`config.mk`:
```
export PLATFORM = sky130hd
export DESIGN_NAME = acl2_sample_sequencer
export DESIGN_NICKNAME = d
export VERILOG_FILES = /design/src/rtl/acl2_pkg.sv /design/src/rtl/acl2_sample_fifo.sv /design/src/rtl/acl2_sample_sequencer.sv
export SDC_FILE = /design/constraint.sdc
export NUM_CORES = 1
export LEC_CHECK = 0
export BUFFER_PORTS_ARGS = -buffer_cell sky130_fd_sc_hd__buf_2
export CAP_MARGIN = 20
export CORE_ASPECT_RATIO = 1.2
export CORE_MARGIN = 10
export CORE_UTILIZATION = 40
export CTS_BUF_LIST = sky130_fd_sc_hd__clkbuf_4
export DETAILED_ROUTE_END_ITERATION = 7
export PLACE_DENSITY = 0.69
export SYNTH_ARGS = -nofsm -noshare
export SYNTH_HDL_FRONTEND = slang
export SYNTH_HIERARCHICAL = 1
export SYNTH_SLANG_ARGS = --single-unit
```
`constraint.sdc`:
```
create_clock -name CLK -period 3.1 [get_ports CLK]
set_input_delay 0.155 -clock CLK [delete_from_list [all_inputs] [get_ports CLK]]
set_output_delay 0.155 -clock CLK [all_outputs]
set_load 0.1 [all_outputs]
```
`src/rtl/acl2_pkg.sv`:
```
// acl2_pkg
// Shared definitions for the ACL2 accelerometer sample sequencer and the
// SPI controller it drives: controller opcodes, ADXL-style register
// addresses, the POWER_CTL measurement value, the sequencer state
// enumeration and the axis selector with its address lookup.
package acl2_pkg;

  // Controller opcodes
  localparam logic [1:0] OP_REG_READ  = 2'b00;
  localparam logic [1:0] OP_FIFO_READ = 2'b01;
  localparam logic [1:0] OP_WRITE     = 2'b10;

  // Register addresses
  localparam logic [7:0] ADDR_X         = 8'h08;
  localparam logic [7:0] ADDR_Y         = 8'h09;
  localparam logic [7:0] ADDR_Z         = 8'h0A;
  localparam logic [7:0] ADDR_POWER_CTL = 8'h2D;

  // POWER_CTL value selecting measurement mode
  localparam logic [7:0] PWR_MEASURE = 8'h02;

  // Sequencer states; the INIT_* states are only reachable when the
  // power-up write is compiled in.
  typedef enum logic [2:0] {
    ST_IDLE,
    ST_ISSUE,
    ST_WAIT_DONE,
    ST_PUSH,
    ST_INIT_WR,
    ST_INIT_WAIT
  } seq_state_e;

  typedef enum logic [1:0] {
    AXIS_X,
    AXIS_Y,
    AXIS_Z
  } axis_e;

  function automatic logic [7:0] axis_addr(input axis_e axis);
    case (axis)
      AXIS_X:  return ADDR_X;
      AXIS_Y:  return ADDR_Y;
      AXIS_Z:  return ADDR_Z;
      default: return ADDR_X;
    endcase
  endfunction

endpackage

```
`src/rtl/acl2_sample_fifo.sv`:
```
// acl2_sample_fifo
// First-word fall-through FIFO holding packed {X, Y, Z} samples.
// rdata_o shows the head entry whenever empty_o is low (zero when empty).
// A push while full is accepted only if a pop happens in the same cycle.
// Ports:
//   clk_i, rst_i      clock, asynchronous active-high reset
//   push_i, wdata_i   write request and data
//   pop_i             read request (ignored when empty)
//   rdata_o           head entry
//   full_o, empty_o   occupancy flags
//   count_o           number of stored entries (log2(DEPTH)+1 bits)
module acl2_sample_fifo #(
  parameter int WIDTH = 24,
  parameter int DEPTH = 4
) (
  input  logic                     clk_i,
  input  logic                     rst_i,
  input  logic                     push_i,
  input  logic [WIDTH-1:0]         wdata_i,
  input  logic                     pop_i,
  output logic [WIDTH-1:0]         rdata_o,
  output logic                     full_o,
  output logic                     empty_o,
  output logic [$clog2(DEPTH):0]   count_o
);

  localparam int AW = $clog2(DEPTH);

  logic [WIDTH-1:0] mem_q [DEPTH];
  logic [AW-1:0]    wr_ptr_q;
  logic [AW-1:0]    rd_ptr_q;
  logic [AW:0]      count_q;
  logic             do_pop;
  logic             do_push;

  assign empty_o = (count_q == '0);
  assign full_o  = (count_q == (AW+1)'(DEPTH));
  assign count_o = count_q;

  // A simultaneous pop frees the slot, so a push into a full FIFO still lands.
  assign do_pop  = pop_i && !empty_o;
  assign do_push = push_i && (!full_o || do_pop);

  // DEPTH is a power of two, so the pointers wrap naturally.
  always_ff @(posedge clk_i or posedge rst_i) begin
    if (rst_i) begin
      wr_ptr_q <= '0;
      rd_ptr_q <= '0;
      count_q  <= '0;
    end else begin
      if (do_push) wr_ptr_q <= wr_ptr_q + AW'(1);
      if (do_pop)  rd_ptr_q <= rd_ptr_q + AW'(1);
      case ({do_push, do_pop})
        2'b10:   count_q <= count_q + (AW+1)'(1);
        2'b01:   count_q <= count_q - (AW+1)'(1);
        default: count_q <= count_q;
      endcase
    end
  end

  always_ff @(posedge clk_i) begin
    if (do_push) mem_q[wr_ptr_q] <= wdata_i;
  end

  // Storage is not reset, so hide it while empty.
  assign rdata_o = empty_o ? '0 : mem_q[rd_ptr_q];

endmodule

```
`src/rtl/acl2_sample_sequencer.sv`:
```
// acl2_sample_sequencer
// Command stage in front of the ACL2 SPI controller. A free-running timer
// requests a sample every SAMPLE_DIVIDE cycles; each sample reads the X, Y
// and Z data registers, packs them as {X, Y, Z} and queues them in a small
// FWFT FIFO. A watchdog abandons a sample if the controller stalls.
// Optional build macro: ACL2_INIT_WRITE_EN -- after reset, write 0x02 to
// POWER_CTL (0x2D) before sampling starts. Undefined: no power-up write
// and SPI_WDATA is tied to 0.
// Ports:
//   CLK, RST                clock, asynchronous active-high reset
//   SPI_START               one-cycle transaction start to the controller
//   SPI_OPERATION/ADDRESS/WDATA  registered command fields
//   SPI_DONE, SPI_DATA      controller completion pulse and returned byte
//   SAMPLE_DATA/VALID/READY FWFT sample stream to the consumer
//   OVERFLOW, TIMEOUT_ERR   sticky error flags
//   CLEAR_FLAGS             clears both flags (a same-cycle set wins)
module acl2_sample_sequencer
  import acl2_pkg::*;
#(
  parameter int SAMPLE_DIVIDE = 100000,
  parameter int FIFO_DEPTH    = 4,
  parameter int TIMEOUT       = 65535
) (
  input  logic        CLK,
  input  logic        RST,
  output logic        SPI_START,
  output logic [1:0]  SPI_OPERATION,
  output logic [7:0]  SPI_ADDRESS,
  output logic [7:0]  SPI_WDATA,
  input  logic        SPI_DONE,
  input  logic [7:0]  SPI_DATA,
  output logic [23:0] SAMPLE_DATA,
  output logic        SAMPLE_VALID,
  input  logic        SAMPLE_READY,
  output logic        OVERFLOW,
  output logic        TIMEOUT_ERR,
  input  logic        CLEAR_FLAGS
);

  localparam int TMR_W = $clog2(SAMPLE_DIVIDE + 1);
  localparam int WD_W  = $clog2(TIMEOUT + 1);

`ifdef ACL2_INIT_WRITE_EN
  localparam seq_state_e RESET_STATE = ST_INIT_WR;
`else
  localparam seq_state_e RESET_STATE = ST_IDLE;
`endif

  logic [TMR_W-1:0] timer_q;
  logic             tick;
  logic             pending_q;
  seq_state_e       state_q;
  axis_e            axis_q;
  logic [WD_W-1:0]  wd_q;
  logic             wd_expired;
  logic [7:0]       x_q, y_q, z_q;
  logic             start_q;
  logic [1:0]       op_q;
  logic [7:0]       addr_q;
  logic             timeout_err_q;
  logic             overflow_q;

  logic             fifo_push;
  logic             fifo_pop;
  logic             fifo_full;
  logic             fifo_empty;
  logic             overflow_evt;
  logic [$clog2(FIFO_DEPTH):0] fifo_count_unused;

  // Sample timer: tick on the wrap from SAMPLE_DIVIDE-1 back to 0.
  assign tick = (timer_q == TMR_W'(SAMPLE_DIVIDE - 1));

  always_ff @(posedge CLK or posedge RST) begin
    if (RST) timer_q <= '0;
    else     timer_q <= tick ? '0 : timer_q + TMR_W'(1);
  end

  assign wd_expired = (wd_q == WD_W'(TIMEOUT - 1));

  // Sequencer FSM; all controller-facing outputs are registered here.
  always_ff @(posedge CLK or posedge RST) begin
    if (RST) begin
      state_q       <= RESET_STATE;
      axis_q        <= AXIS_X;
      pending_q     <= 1'b0;
      wd_q          <= '0;
      x_q           <= '0;
      y_q           <= '0;
      z_q           <= '0;
      start_q       <= 1'b0;
      op_q          <= '0;
      addr_q        <= '0;
      timeout_err_q <= 1'b0;
    end else begin
      start_q <= 1'b0;
      if (CLEAR_FLAGS) timeout_err_q <= 1'b0;

      case (state_q)
        ST_IDLE: begin
          if (pending_q) begin
            pending_q <= 1'b0;
            axis_q    <= AXIS_X;
            state_q   <= ST_ISSUE;
          end
        end
        ST_ISSUE: begin
          start_q <= 1'b1;
          op_q    <= OP_REG_READ;
          addr_q  <= axis_addr(axis_q);
          wd_q    <= '0;
          state_q <= ST_WAIT_DONE;
        end
        ST_WAIT_DONE: begin
          if (SPI_DONE) begin
            case (axis_q)
              AXIS_X: begin
                x_q     <= SPI_DATA;
                axis_q  <= AXIS_Y;
                state_q <= ST_ISSUE;
              end
              AXIS_Y: begin
                y_q     <= SPI_DATA;
                axis_q  <= AXIS_Z;
                state_q <= ST_ISSUE;
              end
              AXIS_Z: begin
                z_q     <= SPI_DATA;
                state_q <= ST_PUSH;
              end
              default: state_q <= ST_IDLE;
            endcase
          end else if (wd_expired) begin
            // Partial sample is simply abandoned; the next tick restarts at X.
            timeout_err_q <= 1'b1;
            state_q       <= ST_IDLE;
          end else begin
            wd_q <= wd_q + WD_W'(1);
          end
        end
        ST_PUSH: state_q <= ST_IDLE;
`ifdef ACL2_INIT_WRITE_EN
        ST_INIT_WR: begin
          start_q <= 1'b1;
          op_q    <= OP_WRITE;
          addr_q  <= ADDR_POWER_CTL;
          wd_q    <= '0;
          state_q <= ST_INIT_WAIT;
        end
        ST_INIT_WAIT: begin
          if (SPI_DONE) begin
            state_q <= ST_IDLE;
          end else if (wd_expired) begin
            timeout_err_q <= 1'b1;
            state_q       <= ST_IDLE;
          end else begin
            wd_q <= wd_q + WD_W'(1);
          end
        end
`endif
        default: state_q <= ST_IDLE;
      endcase

      // Placed after the FSM so a tick coinciding with IDLE consuming the
      // previous request is kept rather than lost.
      if (tick) pending_q <= 1'b1;
    end
  end

`ifdef ACL2_INIT_WRITE_EN
  logic [7:0] wdata_q;

  always_ff @(posedge CLK or posedge RST) begin
    if (RST)                      wdata_q <= '0;
    else if (state_q == ST_INIT_WR) wdata_q <= PWR_MEASURE;
    else if (state_q == ST_ISSUE)   wdata_q <= '0;
  end

  assign SPI_WDATA = wdata_q;
`else
  assign SPI_WDATA = '0;
`endif

  assign SPI_START     = start_q;
  assign SPI_OPERATION = op_q;
  assign SPI_ADDRESS   = addr_q;
  assign TIMEOUT_ERR   = timeout_err_q;

  // Sample FIFO
  assign fifo_push    = (state_q == ST_PUSH);
  assign fifo_pop     = SAMPLE_VALID && SAMPLE_READY;
  assign overflow_evt = fifo_push && fifo_full && !fifo_pop;

  acl2_sample_fifo #(
    .WIDTH (24),
    .DEPTH (FIFO_DEPTH)
  ) u_fifo (
    .clk_i   (CLK),
    .rst_i   (RST),
    .push_i  (fifo_push),
    .wdata_i ({x_q, y_q, z_q}),
    .pop_i   (fifo_pop),
    .rdata_o (SAMPLE_DATA),
    .full_o  (fifo_full),
    .empty_o (fifo_empty),
    .count_o (fifo_count_unused)
  );

  assign SAMPLE_VALID = !fifo_empty;

  always_ff @(posedge CLK or posedge RST) begin
    if (RST)               overflow_q <= 1'b0;
    else if (overflow_evt) overflow_q <= 1'b1;
    else if (CLEAR_FLAGS)  overflow_q <= 1'b0;
  end

  assign OVERFLOW = overflow_q;

endmodule

```
Yosys cells after proc, flatten, opt, wreduce, memory -nomap -nowiden
Memory sizes are Yosys's and may differ from the RTL's.
Cells that the tools add are included.
Widths: inputs -> output; s select.

cells by class
  equal/unequal tests = 16
  muxes and demuxes = 27
  add/subtract/negate cells = 6
  reductions and logical operators = 24

operators by type and width
  operator               number
  $mux 16                2
  $pmux 16 s2            1
  $mux 24                1
  $add 17x1->17 const B  1
  $eq 17x17->1 const B   1
  $mux 17                1
  $add 16x1->16 const B  1
  $eq 16x16->1 const B   1
  $pmux 2 s2             4
  $reduce_and 3->1       4
  $mux 1                 11
  $reduce_bool 2->1      5
  $mux 3                 3
  $pmux 3 s3             1
  $ne 2x2->1 const B     4
  $eq 3x2->1 const B     2
  $logic_not 3->1        2
  $pmux 3 s2             1
  $logic_and 1x1->1      5
  $add 2x1->2 const B    2
  $eq 2x1->1 const B     2
  $eq 2x2->1 const B     2
  $mux 2                 2
  $reduce_and 4->1       1
  11 further kinds       13

storage, ports and cells
  memories kept = 1
  register bits = 81
  output and inout bits = 46
  memory bits (writable) = 96
  logic and storage cells = 89
  input bits = 13

memories
  name          depth  width  read ports  clocked after memory_dff  write ports  line                    source
  u_fifo.mem_q  4      24     1           0                         1            acl2_sample_fifo.sv:29  logic [WIDTH-1:0] mem_q [DEPTH];

Depth between registers and ports, before layout
Gate-level depths: netlist of the first run.

  depth in word-level cells = 8
  depth in mapped cells = 11

Cells and area by module
The synthesis of the first run kept the hierarchy.

modules (own cells, without submodules)
  module                 cells an instance  area each (um2)  times used
  acl2_sample_fifo       208                4149.0           1
  acl2_sample_sequencer  304                3301.9           1

Least setup slack after synthesis of the first run
OpenSTA, ideal clock, no wires.

  kind = register to register
  start = register u_fifo.count_q[0], in the netlist u_fifo/count_o[0]
  end = register u_fifo.count_q[2], in the netlist u_fifo/count_o[2]
  buffers on the path = 3
  data arrival time = 2.267 ns
  path slack = 0.702 ns
  cell stages (with the launch flop) = 12
  period minus slack after synthesis = 2.398 ns
  path through = dfrtp_1 or3_1 clkbuf_1 clkbuf_1 inv_1 nor2b_1 buf_2 nand3b_1 fa_1 nand2b_1 o211ai_1 nand3_1

between the ends
  word-level cells in the longest chain between the ends = 8
  elaborated cells between the ends (all ways) = 14
  those cells by class = add/sub (2); eq/ne (3); mux (1); reduce/logical (8)

RTL lines
  what                                             line                          source
  start: declaration                               acl2_sample_fifo.sv:32        logic [AW:0] count_q;
  start signal: assignment                         acl2_sample_fifo.sv:54        2'b10: count_q <= count_q + (AW+1)'(1);
  start signal: assignment                         acl2_sample_fifo.sv:55        2'b01: count_q <= count_q - (AW+1)'(1);
  start signal: assignment                         acl2_sample_fifo.sv:56        default: count_q <= count_q;
  $logic_not 3->1 (*)                              acl2_sample_fifo.sv:36        assign empty_o = (count_q == '0);
  named net fifo_empty                             acl2_sample_sequencer.sv:66   logic fifo_empty;
  $logic_not 1->1 (*)                              acl2_sample_sequencer.sv:208  assign SAMPLE_VALID = !fifo_empty;
  $logic_and 1x1->1 (*)                            acl2_sample_sequencer.sv:190  assign fifo_pop = SAMPLE_VALID && SAMPLE_READY;
  named net fifo_pop                               acl2_sample_sequencer.sv:64   logic fifo_pop;
  $logic_and 1x1->1 (*)                            acl2_sample_fifo.sv:41        assign do_pop = pop_i && !empty_o;
  $logic_or 1x1->1                                 acl2_sample_fifo.sv:42        assign do_push = push_i && (!full_o || do_pop);
  $logic_and 1x1->1                                acl2_sample_fifo.sv:42
  $eq 2x1->1 or $eq 2x2->1 (tied branches)         acl2_sample_fifo.sv:53        case ({do_push, do_pop})
  $pmux 3 s2 or $reduce_bool 2->1 (tied branches)  n/a

Mark *: on every way through the listed nets, which the timed path passes. The rest lies on a longest branch.
A chain may end at the register's enable or synchronous reset.

Final worst setup path of the first run
  start = register u_fifo.rd_ptr_q[0]
  end = output port SAMPLE_DATA[10]

between the ends
  word-level cells in the longest chain between the ends = 2

RTL lines
  what                      line                         source
  start: declaration        acl2_sample_fifo.sv:31       logic [AW-1:0] rd_ptr_q;
  start signal: assignment  acl2_sample_fifo.sv:52       if (do_pop) rd_ptr_q <= rd_ptr_q + AW'(1);
  $mem_v2 4x24              n/a
  $mux 24                   acl2_sample_fifo.sv:66       assign rdata_o = empty_o ? '0 : mem_q[rd_ptr_q];
  end: declaration          acl2_sample_sequencer.sv:32  output logic [23:0] SAMPLE_DATA,

No other way between the ends.

==> summary.md, run 1 <==
| Metric | Value |
|---|---|
| EDFF count, synth | `96` |
| Slowest stage delay, CP | `0.59 ns` |
| Final cycle utilization of the critical path | `a little over four fifths` |
| Die H | `about 170 um` |
| Top-level port count | `59` |
| Initial DRT Pass Iterations | `4` |
| Congestion Overflow GR | `0` |
| Seq/Total Area, Yosys | `63.9%` |
| Commonest non-fill, non-tap cell in the layout | `edfxtp_1` |
| Number of fillers in the final layout | `1619` |
| CP startpoint kind | `flip-flop` |
| Sequential cell area | `4760 um^2` |
| PortBufs | `43` |
| Root Buffer | `clkbuf_4` |
| Outcome | `finished, final reports clean` |
| Static Leak | `0.00344 uW` |
| # setup viols final | `0` |
| Ys async rst share | `43.9%` |
| CTS H-Tree Depth | `4` |
| Vias in the first global route | `4588` |
| Fin Clk Skew | `~0.024 ns` |
| CP max FO | `26` |
| Most frequent cells in the layout | `edfxtp_1, dfrtp_1, buf_2` |
| Worst Hold Class | `in2async` |
| Routed Wire Length | `14300 um` |
| Core ar. | `18200 um^2` |
| CP Capture Type | `primary output` |
| Unrepaired setup endpoints after global routing | `no` |
| CP Cell Sequence | `buf_4 > mux4_2 > and2_1 > buf_2` |
| DRT iter0 DRCs | `262` |
| Setup TNS | `0 ns` |
| Starting Density | `approximately two fifths` |
| Final Core Density | `45.5%` |
| Main synth FF type | `edfxtp_1` |
| Vias per cell | `5.26` |
| Clk_lat worst skew | `0.57 ns` |
| Final Hold Viols | `0` |
| Placer Congestion | `0.823` |
| Crit path kind | `reg2out` |
| ANT nets after route | `0` |
| Cell variety after synth | `60` |
| Largest net degree at the start of global routing | `29` |
| Synth Instances | `512` |
| Actual slew at the worst max-slew pin | `about 0.67 ns` |
| CTS tree | `built` |
| YS warnings | `6` |
| Clk pin slew, worst setup/hold paths | `0.16 ns` |
| Fin area | `8300 um^2` |
| Max VDD drop | `0.498 mV` |
| Multi-input gate area | `about 2500 um^2` |
| Critical Path RT | `2.94 ns` |
| Max Cap Viol | `0` |
| FMAX | `0.386 GHz` |
| Mapped Area | `7450 um^2` |
| Area growth syn-to-layout | `11.4%` |
| Die W | `between 100 and 150 um` |
| CTS Sinks | `between 150 and 200` |
| Num CTS Buffers | `17` |
| WL/cell | `roughly 18 um` |
| CTS max path bufs | `2` |
| PD cells | `760 nW/um^2` |
| Final Max Tran Viols | `0` |
| Register bit total from synthesis | `between 150 and 200` |
| Min Tclk post-route | `about 2.6 ns` |
| Initial antenna violation count | `1` |
| Drt drc | `0` |
| CP max stage cell | `mux4_2` |
| Routed via count | `4279` |
| Layout cell share with drive strength beyond 1 | `25.9%` |
| Die ar. | `between 20000 and 25000 um^2` |
| Max_slew headroom | `between 50 and 60%` |
| Arr. time, crit path | `~2.4 ns` |
| # nets final | `596` |
| Crit-path leading delay family | `buffers and inverters` |
| Cts repair resizes | `0` |
| GRT Overall Usage | `12.3%` |
| Dpl cell area | `7830 um^2` |
| Detailed-placement wirelength estimate | `9480 um` |
| Synthesized area per cell | `14.6 um^2` |
| Critical path buffers and inverters | `2` |
| Rows | `54` |
| First-pass GRT wire length | `about 24000 um` |
## flip-flops by register name (all words and copies together) (netlist names), 2 cells and up
register,flops
SPI_ADDRESS,3
axis_q,2
x_q,8
y_q,8
z_q,8
u_fifo/rd_ptr_q,2
u_fifo/wr_ptr_q,2
wd_q,16
state_q,2
u_fifo/count_o,3
u_fifo/mem_q,96
timer_q,17
## report_power, final
part	switching, uW	internal, uW	leakage (uW)
combinational	1850	580	0.00129
clock	837	597	0.000179
sequential	30.5	2410	0.00197
## per-layer routing
layer	vias up	global-route usage (%)	share of wire, %
li1	2004	-	-
met1	2162	14.4	41
met2	98	21.2	53
met3	15	3.50	5.0
met4	0	3.79	1.1
met5	-	0	0
## path summary, 6_finish.rpt
check,start,end,slack (ns),cells past startpoint
min,RST,u_fifo/rd_ptr_q[1],0.06,3
min in group CLK,CLEAR_FLAGS,TIMEOUT_ERR,0.33,3
max reg2reg,u_fifo/count_o[1],u_fifo/mem_q[2][6],0.75,6
min reg2reg,SPI_ADDRESS[3],SPI_ADDRESS[3],0.49,1
max,u_fifo/rd_ptr_q[0],SAMPLE_DATA[10],0.51,4
max in group asynchronous,RST,x_q[6],2.29,4
## cells by family after synthesis
logic type	after synthesis	share of synthesized area, %
multiplexers	54	11.8
buffers and inverters	51	3.85
adder cells (fa/ha/maj)	8	1.44
AO/OA/AOI/OAI	49	4.40
XOR/XNOR	18	2.12
other	1	0.0503
AND/OR/NAND/NOR	160	12.5
flip-flops	171	63.9
## cell usage after synthesis (2+ instances only)
| cell | count | share of area [%] |
|---|---|---|
| nand3_1 | 14 | 0.94 |
| nand4_1 | 10 | 0.84 |
| o21bai_1 | 2 | 0.20 |
| dfrtp_1 | 75 | 25 |
| mux4_2 | 24 | 7.3 |
| o211ai_1 | 5 | 0.50 |
| clkbuf_1 | 6 | 0.30 |
| or4_4 | 3 | 0.45 |
| and4_1 | 3 | 0.35 |
| o31ai_1 | 4 | 0.40 |
| nand4_2 | 2 | 0.34 |
| mux2_2 | 23 | 3.5 |
| o311ai_0 | 3 | 0.35 |
| nor4_1 | 6 | 0.50 |
| nor2b_1 | 5 | 0.42 |
| xnor2_1 | 9 | 1.1 |
| and2_1 | 31 | 2.6 |
| nor2_2 | 2 | 0.17 |
| and2_2 | 4 | 0.40 |
| a21oi_1 | 7 | 0.47 |
| and3_1 | 3 | 0.25 |
| nand2b_1 | 6 | 0.50 |
| or4_1 | 2 | 0.20 |
| nand2_1 | 28 | 1.4 |
| buf_6 | 3 | 0.45 |
| nor2_1 | 23 | 1.2 |
| nand2b_2 | 2 | 0.24 |
| o22ai_1 | 2 | 0.17 |
| o21ai_0 | 17 | 1.1 |
| ha_1 | 7 | 1.2 |
| or3_1 | 4 | 0.34 |
| edfxtp_1 | 96 | 39 |
| mux2i_1 | 5 | 0.67 |
| inv_1 | 17 | 0.86 |
| buf_4 | 17 | 1.7 |
| nand3b_1 | 4 | 0.40 |
| xor2_1 | 9 | 1.1 |
| buf_2 | 7 | 0.47 |
## tightest hold or removal path, cell delays in order
cell and delay, ns:
dlygate4sd3_1 0.54, buf_2 0.13, inv_1 0.21
## through the flow
stage               hold slack, ns  total power, uW  cells  setup slack, ns
finish                      0.0622             6310    813            0.512
global route                0.0445             6580    813            0.324
CTS                         0.0472             6380    812            0.424
detailed placement           0.117             4940    767            0.792
global placement             0.122             4910    767            0.855
floorplan                  -0.0416             4610    526            0.702
## timing repair
action / CTS / global route
hold endpoints to repair: 104 / 0
hold buffers: 13 / 0
buffers inserted: 0 / 0
## cell type report
cell class | count | area share [%]
tap | 224 | 3.38
clock buffer | 17 | 1.54
sequential | 171 | 57.4
multi-input combinational | 304 | 29.6
inverter | 18 | 0.814
clock inverter | 15 | 2.47
timing repair buffer | 63 | 4.79
antenna | 1 | 0.0302
(Power assumes the default switching activity.)
==> run 2, diff against run 1 <==
--- a/config.mk
+++ b/config.mk
@@ -5,6 +5,7 @@
 export SDC_FILE = /design/constraint.sdc
 export NUM_CORES = 1
 export LEC_CHECK = 0
+export ABC_AREA = 1
 export BUFFER_PORTS_ARGS = -buffer_cell sky130_fd_sc_hd__buf_2
 export CAP_MARGIN = 20
 export CORE_ASPECT_RATIO = 1.2
==> constraint.sdc (replaced) <==
create_clock -name CLK -period 2.65 [get_ports CLK]
set_input_delay 0.1325 -clock CLK [delete_from_list [all_inputs] [get_ports CLK]]
set_output_delay 0.1325 -clock CLK [all_outputs]
set_load 0.1 [all_outputs]
==> run 2 against run 1 <==
Against the previous run: sequential share of layout area down 1.4 points; setup slack worse by 0.30 ns; largest power group is now combinational logic; hold slack better by 0.0035 ns; wire length up 11%; first-iteration DRC count up 1.1%; sequential power up 47%; die area up 2.8%; count of clock-buffer cells in the layout up 2; sequential cell count unchanged; utilization down 0.38 points.
==> summary.md, run 2 <==
| Metric | Value |
|---|---|
| # nets final | `837 (+40%)` |
| Clk_lat worst skew | `0.58 ns (about the same)` |
| CP startpoint kind | `flip-flop` |
| Critical path buffers and inverters | `3 (+1)` |
| Vias per cell | `4.78 (-9.1%)` |
| DRT iter0 DRCs | `265 (+1.1%)` |
| First-pass GRT wire length | `26100 um (+9.5%)` |
| CP max FO | `26 (unchanged)` |
| Routed via count | `5189 (+21%)` |
| CTS H-Tree Depth | `4 (unchanged)` |
| R2R Setup Slk | `0.48 ns (-0.27 ns)` |
| Number of flip-flops in the largest register | `96 (unchanged)` |
| Die H | `172 um (+1.4%)` |
| Largest area contributor in the synthesized netlist | `edfxtp_1` |
| Critical Path RT | `2.52 ns (-0.42 ns)` |
| Number of fillers in the final layout | `1817 (+12%)` |
| Num CTS Buffers | `17 (unchanged)` |
| Die ar. | `25200 um^2 (+2.8%)` |
| # setup viols final | `0 (unchanged)` |
| Area contributors post-synth | `edfxtp_1, dfrtp_1, nor2_1` |
| Min Tclk post-route | `2.44 ns` |
| CP Cell Sequence | `inv_2 > buf_4 > o21ai_0 > a21oi_1 > buf_2` |
| Count leader, synth | `nor2_1` |
| Rows | `55 (+1.9%)` |
| CTS tree | `built` |
| CP Capture Type | `primary output` |
| Initial antenna violation count | `0 (-1)` |
| Clk pin slew, worst setup/hold paths | `0.14 ns (-0.02 ns)` |
| Static Leak | `0.00353 uW (+2.8%)` |
| Max Cap Viol | `0 (unchanged)` |
| Die W | `147 um (+1.4%)` |
| Crit-path leading delay family | `buffers and inverters` |
| EDFF count, synth | `96 (unchanged)` |
| Main synth FF type | `edfxtp_1` |
| Commonest non-fill, non-tap cell in the layout | `nor2_1` |
| Placer Congestion | `0.812 (-1.4%)` |
| Register bit total from synthesis | `171 (unchanged)` |
| Setup WS post-layout | `0.209 ns (-0.303 ns)` |
| # diodes | `0 (-1)` |
| Final Core Density | `45.1% (-0.38 points)` |
| Cell variety after synth | `42 (-30%)` |
| Arr. time, crit path | `2.31 ns (-0.12 ns)` |
| Worst Hold Class | `in2async` |
| Multi-input gate area | `2400 um^2 (-2.3%)` |
| WL/cell | `14.6 um (-17%)` |
| GRT Overall Usage | `13.0% (+0.68 points)` |
| CTS Sinks | `171 (unchanged)` |
| Final cycle utilization of the critical path | `92.1%` |
| Routed Wire Length | `15900 um (+11%)` |
| Fin Clk Skew | `0.0185 ns (-0.00517 ns)` |
| CP max stage cell | `buf_2` |
| Synthesized area per cell | `10.2 um^2 (-30%)` |
| Final Hold Viols | `0 (unchanged)` |
| Ys async rst share | `43.9% (unchanged)` |
| DP Worst Slack | `0.492 ns (-0.300 ns)` |
| Max_slew headroom | `57.4% (+1.9 points)` |
| Most frequent cells after synthesis | `nor2_1, nand2_1, edfxtp_1, dfrtp_1, inv_1` |
| Seq/Total Area, Yosys | `61.9% (-2.0 points)` |
| Actual slew at the worst max-slew pin | `0.639 ns (-0.0294 ns)` |
| Initial DRT Pass Iterations | `5 (+1)` |
| Starting Density | `40.8% (-0.067 points)` |
| Crit path kind | `reg2out` |
| Regs by FF count | `u_fifo/mem_q x96, timer_q x17, wd_q x16` |
| Root Buffer | `clkbuf_4` |
| Max VDD drop | `0.807 mV (+62%)` |
| Sequential cell area | `4760 um^2 (about the same)` |
| Largest net degree at the start of global routing | `69 (+140%)` |
| Top-level port count | `59 (unchanged)` |
| YS warnings | `6 (unchanged)` |
| Outcome | `finished, final reports clean` |
| Vias in the first global route | `5143 (+12%)` |
| Final Max Tran Viols | `0 (unchanged)` |
| PD cells | `1160 nW/um^2 (+52%)` |
| Area growth syn-to-layout | `10.6%` |
| Layout cell share with drive strength beyond 1 | `15.9% (-9.9 points)` |
| Congestion Overflow GR | `0 (unchanged)` |
| Post-synth top area share | `37.5% (-1.2 points)` |
| Detailed-placement wirelength estimate | `10900 um (+15%)` |
| FMAX | `0.410 GHz` |
| Core ar. | `18900 um^2 (+3.4%)` |
| Slowest stage delay, CP | `0.45 ns (-0.14 ns)` |
| ANT nets after route | `0 (unchanged)` |
| CTS max path bufs | `2 (unchanged)` |
| Synth Instances | `756 (+48%)` |
| PortBufs | `43 (unchanged)` |
| Most flops, register | `u_fifo/mem_q` |
| Drt drc | `0 (unchanged)` |
| Unrepaired setup endpoints after global routing | `no` |
| Most frequent cells in the layout | `nor2_1, nand2_1, edfxtp_1` |
| Mapped Area | `7690 um^2 (+3.2%)` |
==> run 2: cell types whose count changed in the layout (fill, tap and decap cells not counted), sizes merged, moves of 24 or more <==
cell | before | now
nor2 | 25 | 157
inv | 26 | 84
and2 | 35 | 0
mux2 | 25 | 0
o21ai | 18 | 97
mux4 | 24 | 0
nand2 | 29 | 116
==> run 2: area by class of cell <==
cell class	count	area share, %
clock inverters	13	1.54
flip-flops and latches	171	56.0
multi-input cells	484	28.2
repair buffers	65	5.38
well taps	256	3.77
clock buffers	19	1.68
inverters	77	3.43
==> run 2: power breakdown <==
| part | leakage, uW | switching, uW | internal, uW |
|---|---|---|---|
| Combinational | 0.00150 | 3880 | 902 |
| Clock | 0.000154 | 946 | 514 |
| Sequential | 0.00188 | 348 | 3240 |
==> run 2: tightest hold or removal path: cells and delay by family <==
family,cells,cell delay [ns]
buffers and inverters,3,0.91
==> run 2: repair_timing <==
action,in CTS,in global routing
buffers inserted,0,0
gates resized for setup,2,5
hold buffers,12,0
setup endpoints to repair,2,18
endpoints found under the hold margin,103,0
==> run 2: final timing paths <==
path	start	cells after the start	to
worst max-delay path	u_fifo/rd_ptr_q[0]	5	SAMPLE_DATA[15]
worst min-delay path	RST	3	u_fifo/wr_ptr_q[0]
worst max register to register	u_fifo/count_o[0]	9	u_fifo/mem_q[0][8]
worst min register to register	timer_q[0]	1	timer_q[0]
max in group asynchronous	RST	4	SPI_ADDRESS[1]
min in group CLK	SPI_DATA[4]	4	x_q[4]
==> run 2: kinds of logic after synthesis <==
group,share of synthesized area [%]
flip-flops,61.9
AND/OR/NAND/NOR,17.8
XOR/XNOR,1.48
adder cells (fa/ha/maj),1.40
other,0.0488
AO/OA/AOI/OAI,9.65
buffers and inverters,7.70
==> run 2: per-stage QoR <==
step | power [uW] | hold slack, ns | setup TNS, ns | instance area, um^2 | instances
floorplan | 7650 | -0.0641 | -16.71 | 7750 | 770
global route | 10400 | 0.0501 | 0 | 8500 | 1085
global placement | 8360 | 0.105 | 0 | 8080 | 1040
detailed placement | 8430 | 0.104 | 0 | 8090 | 1041
CTS | 9930 | 0.0234 | 0 | 8490 | 1085
finish | 9820 | 0.0657 | 0 | 8500 | 1085
==> run 2: per-layer routing <==
layer  global-route usage (%)  part of all wire (%)  vias up
li1                         -                     -     2585
met1                     14.8                    43     2511
met2                     23.5                    53       79
met3                     3.24                   3.4       14
met4                     3.79                   1.0        0
met5                        0                     0        -
==> run 3, diff against run 2 <==
--- a/config.mk
+++ b/config.mk
@@ -13,7 +13,9 @@
 export CORE_UTILIZATION = 40
 export CTS_BUF_LIST = sky130_fd_sc_hd__clkbuf_4
 export DETAILED_ROUTE_END_ITERATION = 7
+export HOLD_SLACK_MARGIN = 0.08
 export PLACE_DENSITY = 0.69
+export SETUP_SLACK_MARGIN = 0.02
 export SYNTH_ARGS = -nofsm -noshare
 export SYNTH_HDL_FRONTEND = slang
 export SYNTH_HIERARCHICAL = 1
==> run 3 against run 2 <==
Against the previous run: clock skew barely moved; cell count barely moved; total power rose by 0.35%; setup slack improved by 0.019 ns; non-clock buffer count rose by 1; combinational power barely moved; sequential share of layout area fell by 0.15 points; wire length fell by 0.14%; critical path type unchanged; largest power group unchanged.
==> summary.md, run 3 (same netlist as run 2, synthesis figures left out) <==
| Metric | Value |
|---|---|
| Detailed-placement wirelength estimate | `10900 um (unchanged)` |
| Most frequent cells in the layout | `nor2_1, nand2_1, edfxtp_1` |
| Area growth syn-to-layout | `10.9%` |
| CTS tree | `built` |
| Number of fillers in the final layout | `1814 (-0.17%)` |
| ANT nets after route | `0 (unchanged)` |
| Initial antenna violation count | `0 (unchanged)` |
| Core ar. | `18900 um^2 (unchanged)` |
| FF-to-FF Start | `u_fifo/count_o[0]` |
| P_sw | `5180 uW (about the same)` |
| CP max stage cell | `buf_2` |
| Final Max Tran Viols | `0 (unchanged)` |
| Crit path kind | `reg2out` |
| Placer Congestion | `0.812 (unchanged)` |
| Most flops, register | `u_fifo/mem_q` |
| Num CTS Buffers | `17 (unchanged)` |
| Congestion Overflow GR | `0 (unchanged)` |
| Fin area | `8530 um^2 (+0.26%)` |
| Regs by FF count | `u_fifo/mem_q x96, timer_q x17, wd_q x16` |
| Drt drc | `0 (unchanged)` |
| Slowest stage delay, CP | `0.45 ns (about the same)` |
| CTS max path bufs | `2 (unchanged)` |
| Outcome | `finished, final reports clean` |
| R2R Setup Slk | `0.47 ns (about the same)` |
| Die W | `147 um (unchanged)` |
| Internal power | `4680 uW (+0.65%)` |
| Initial DRT Pass Iterations | `4 (-1)` |
| Final Hold Viols | `0 (unchanged)` |
| DRT iter0 DRCs | `248 (-6.4%)` |
| WHS | `0.159 ns (+0.0935 ns)` |
| Actual slew at the worst max-slew pin | `0.644 ns (+0.00519 ns)` |
| Root Buffer | `clkbuf_4` |
| CP Capture Type | `primary output` |
| Largest net degree at the start of global routing | `69 (unchanged)` |
| Min Tclk post-route | `2.42 ns (-0.0191 ns)` |
| CTS Sinks | `171 (unchanged)` |
| Final cycle utilization of the critical path | `91.4% (-0.72 points)` |
| Fin Clk Skew | `0.0183 ns (-0.000166 ns)` |
| Die H | `172 um (unchanged)` |
| Switching Share | `52.5% (-0.14 points)` |
| Die ar. | `25200 um^2 (unchanged)` |
| Critical Path RT | `2.52 ns (about the same)` |
| Vias per cell | `4.78 (about the same)` |
| Layout cell share with drive strength beyond 1 | `15.9% (-0.019 points)` |
| Static Leak | `0.00354 uW (+0.18%)` |
| Commonest non-fill, non-tap cell in the layout | `nor2_1` |
| Worst Reg2Reg Path Length in Cells | `9 (unchanged)` |
| Max Cap Viol | `0 (unchanged)` |
| CTS H-Tree Depth | `4 (unchanged)` |
| Arr. time, crit path | `2.29 ns (-0.02 ns)` |
| Starting Density | `40.8% (unchanged)` |
| Sequential share of power | `36.4% (about the same)` |
| FF-to-FF End | `u_fifo/mem_q[0][8]` |
| Routed Wire Length | `15900 um (-0.14%)` |
| Routed via count | `5191 (+0.039%)` |
| Rows | `55 (unchanged)` |
| Top-level port count | `59 (unchanged)` |
| CP max FO | `26 (unchanged)` |
| PD cells | `1160 nW/um^2 (about the same)` |
| Number of flip-flops in the largest register | `96 (unchanged)` |
| Dpl cell area | `8090 um^2 (unchanged)` |
| Worst Hold Class | `in2async` |
| PortBufs | `43 (unchanged)` |
| # diodes | `0 (unchanged)` |
| Clk pin slew, worst setup/hold paths | `0.14 ns (about the same)` |
| GRT Overall Usage | `13.0% (about the same)` |
| DP Worst Slack | `0.492 ns (unchanged)` |
| Max_slew headroom | `57.0% (-0.35 points)` |
| Max VDD drop | `0.797 mV (-1.3%)` |
| FMAX | `0.413 GHz (+0.79%)` |
| WL/cell | `14.6 um (-0.23%)` |
| First-pass GRT wire length | `26100 um (+0.13%)` |
| Clk_lat worst skew | `0.58 ns (about the same)` |
| Setup WS post-layout | `0.229 ns (+0.0191 ns)` |
| Combinational share of power | `48.8% (about the same)` |
| Unrepaired setup endpoints after global routing | `no` |
| CP startpoint kind | `flip-flop` |
| # setup viols final | `0 (unchanged)` |
| Clock network power share | `14.8% (about the same)` |
| Vias in the first global route | `5153 (+0.19%)` |
| Post-CTS setup buffer count | `0 (unchanged)` |
| CP Cell Sequence | `inv_2 > buf_4 > o21ai_0 > a21oi_1 > buf_2` |
| # nets final | `838 (+0.12%)` |
run 3: changes by cell type in the layout (fill, tap and decap cells not counted), sizes merged:
cell	change
dlygate4sd3	+1
clkbuf	+4
buf	-4
run 3: timing repair:
item                                    in CTS  in global routing
resized for setup                            3                  9
endpoints found under the hold margin      107                  0
hold buffers                                13                  0
endpoints found under the setup margin       3                 20
run 3: power by group through the flow:
stage / sequential (uW) / clock [uW] / combinational (uW)
after floorplan: 3600 / 0 / 4050
after global placement: 3610 / 0 / 4750
after detailed placement: 3630 / 0 / 4800
after CTS: 3580 / 1520 / 4840
after global routing: 3630 / 1610 / 5170
final: 3590 / 1460 / 4810
run 3: cell type report:
cell class	count	area, um^2	area share (%)
Clock buffer	19	143	1.67
Clock inverter	13	131	1.54
Inverter	77	292	3.42
Multi-Input combinational cell	484	2400	28.1
Sequential cell	171	4760	55.8
Tap cell	256	320	3.76
Timing Repair Buffer	66	480	5.63
run 3: worst max-delay path, delay by kind of cell (launching register included):
family                 cells  cell delay (ns)
buffers and inverters      3             0.97
AO/OA/AOI/OAI              2             0.30
flip-flops                 1             0.44
run 3: through the flow:
stage	instances	total power, uW	setup TNS [ns]	util [%]
after global routing	1086	10400	0	45.2
after CTS	1086	9940	0	45.1
after detailed placement	1041	8430	0	42.9
after floorplan	770	7650	-16.71	-
final	1086	9860	0	45.2
after global placement	1040	8360	0	42.8
run 3: how the worst max path moves through the flow:
| stage | from | end | depth (start not counted) |
|---|---|---|---|
| global route | u_fifo/rd_ptr_q[0] | SAMPLE_DATA[22] | 5 |
| finish | u_fifo/rd_ptr_q[0] | SAMPLE_DATA[8] | 5 |
| detailed placement | u_fifo/count_o[0] | u_fifo/mem_q[0][16] | 9 |
| floorplan | u_fifo/count_o[0] | u_fifo/mem_q[0][0] | 9 |
| global placement | u_fifo/count_o[0] | u_fifo/mem_q[2][17] | 8 |
| CTS | u_fifo/rd_ptr_q[1] | SAMPLE_DATA[7] | 5 |
run 3: metal layers:
layer  routed length, um  share of wire (%)  track usage [%]  up-vias
met5                   0                  0                0        -
met4                 166                1.0             3.79        0
met3                 521                3.3             3.24       16
met2                8430                 53             23.5       89
met1                6750                 43             14.8     2501
li1                    -                  -                -     2585
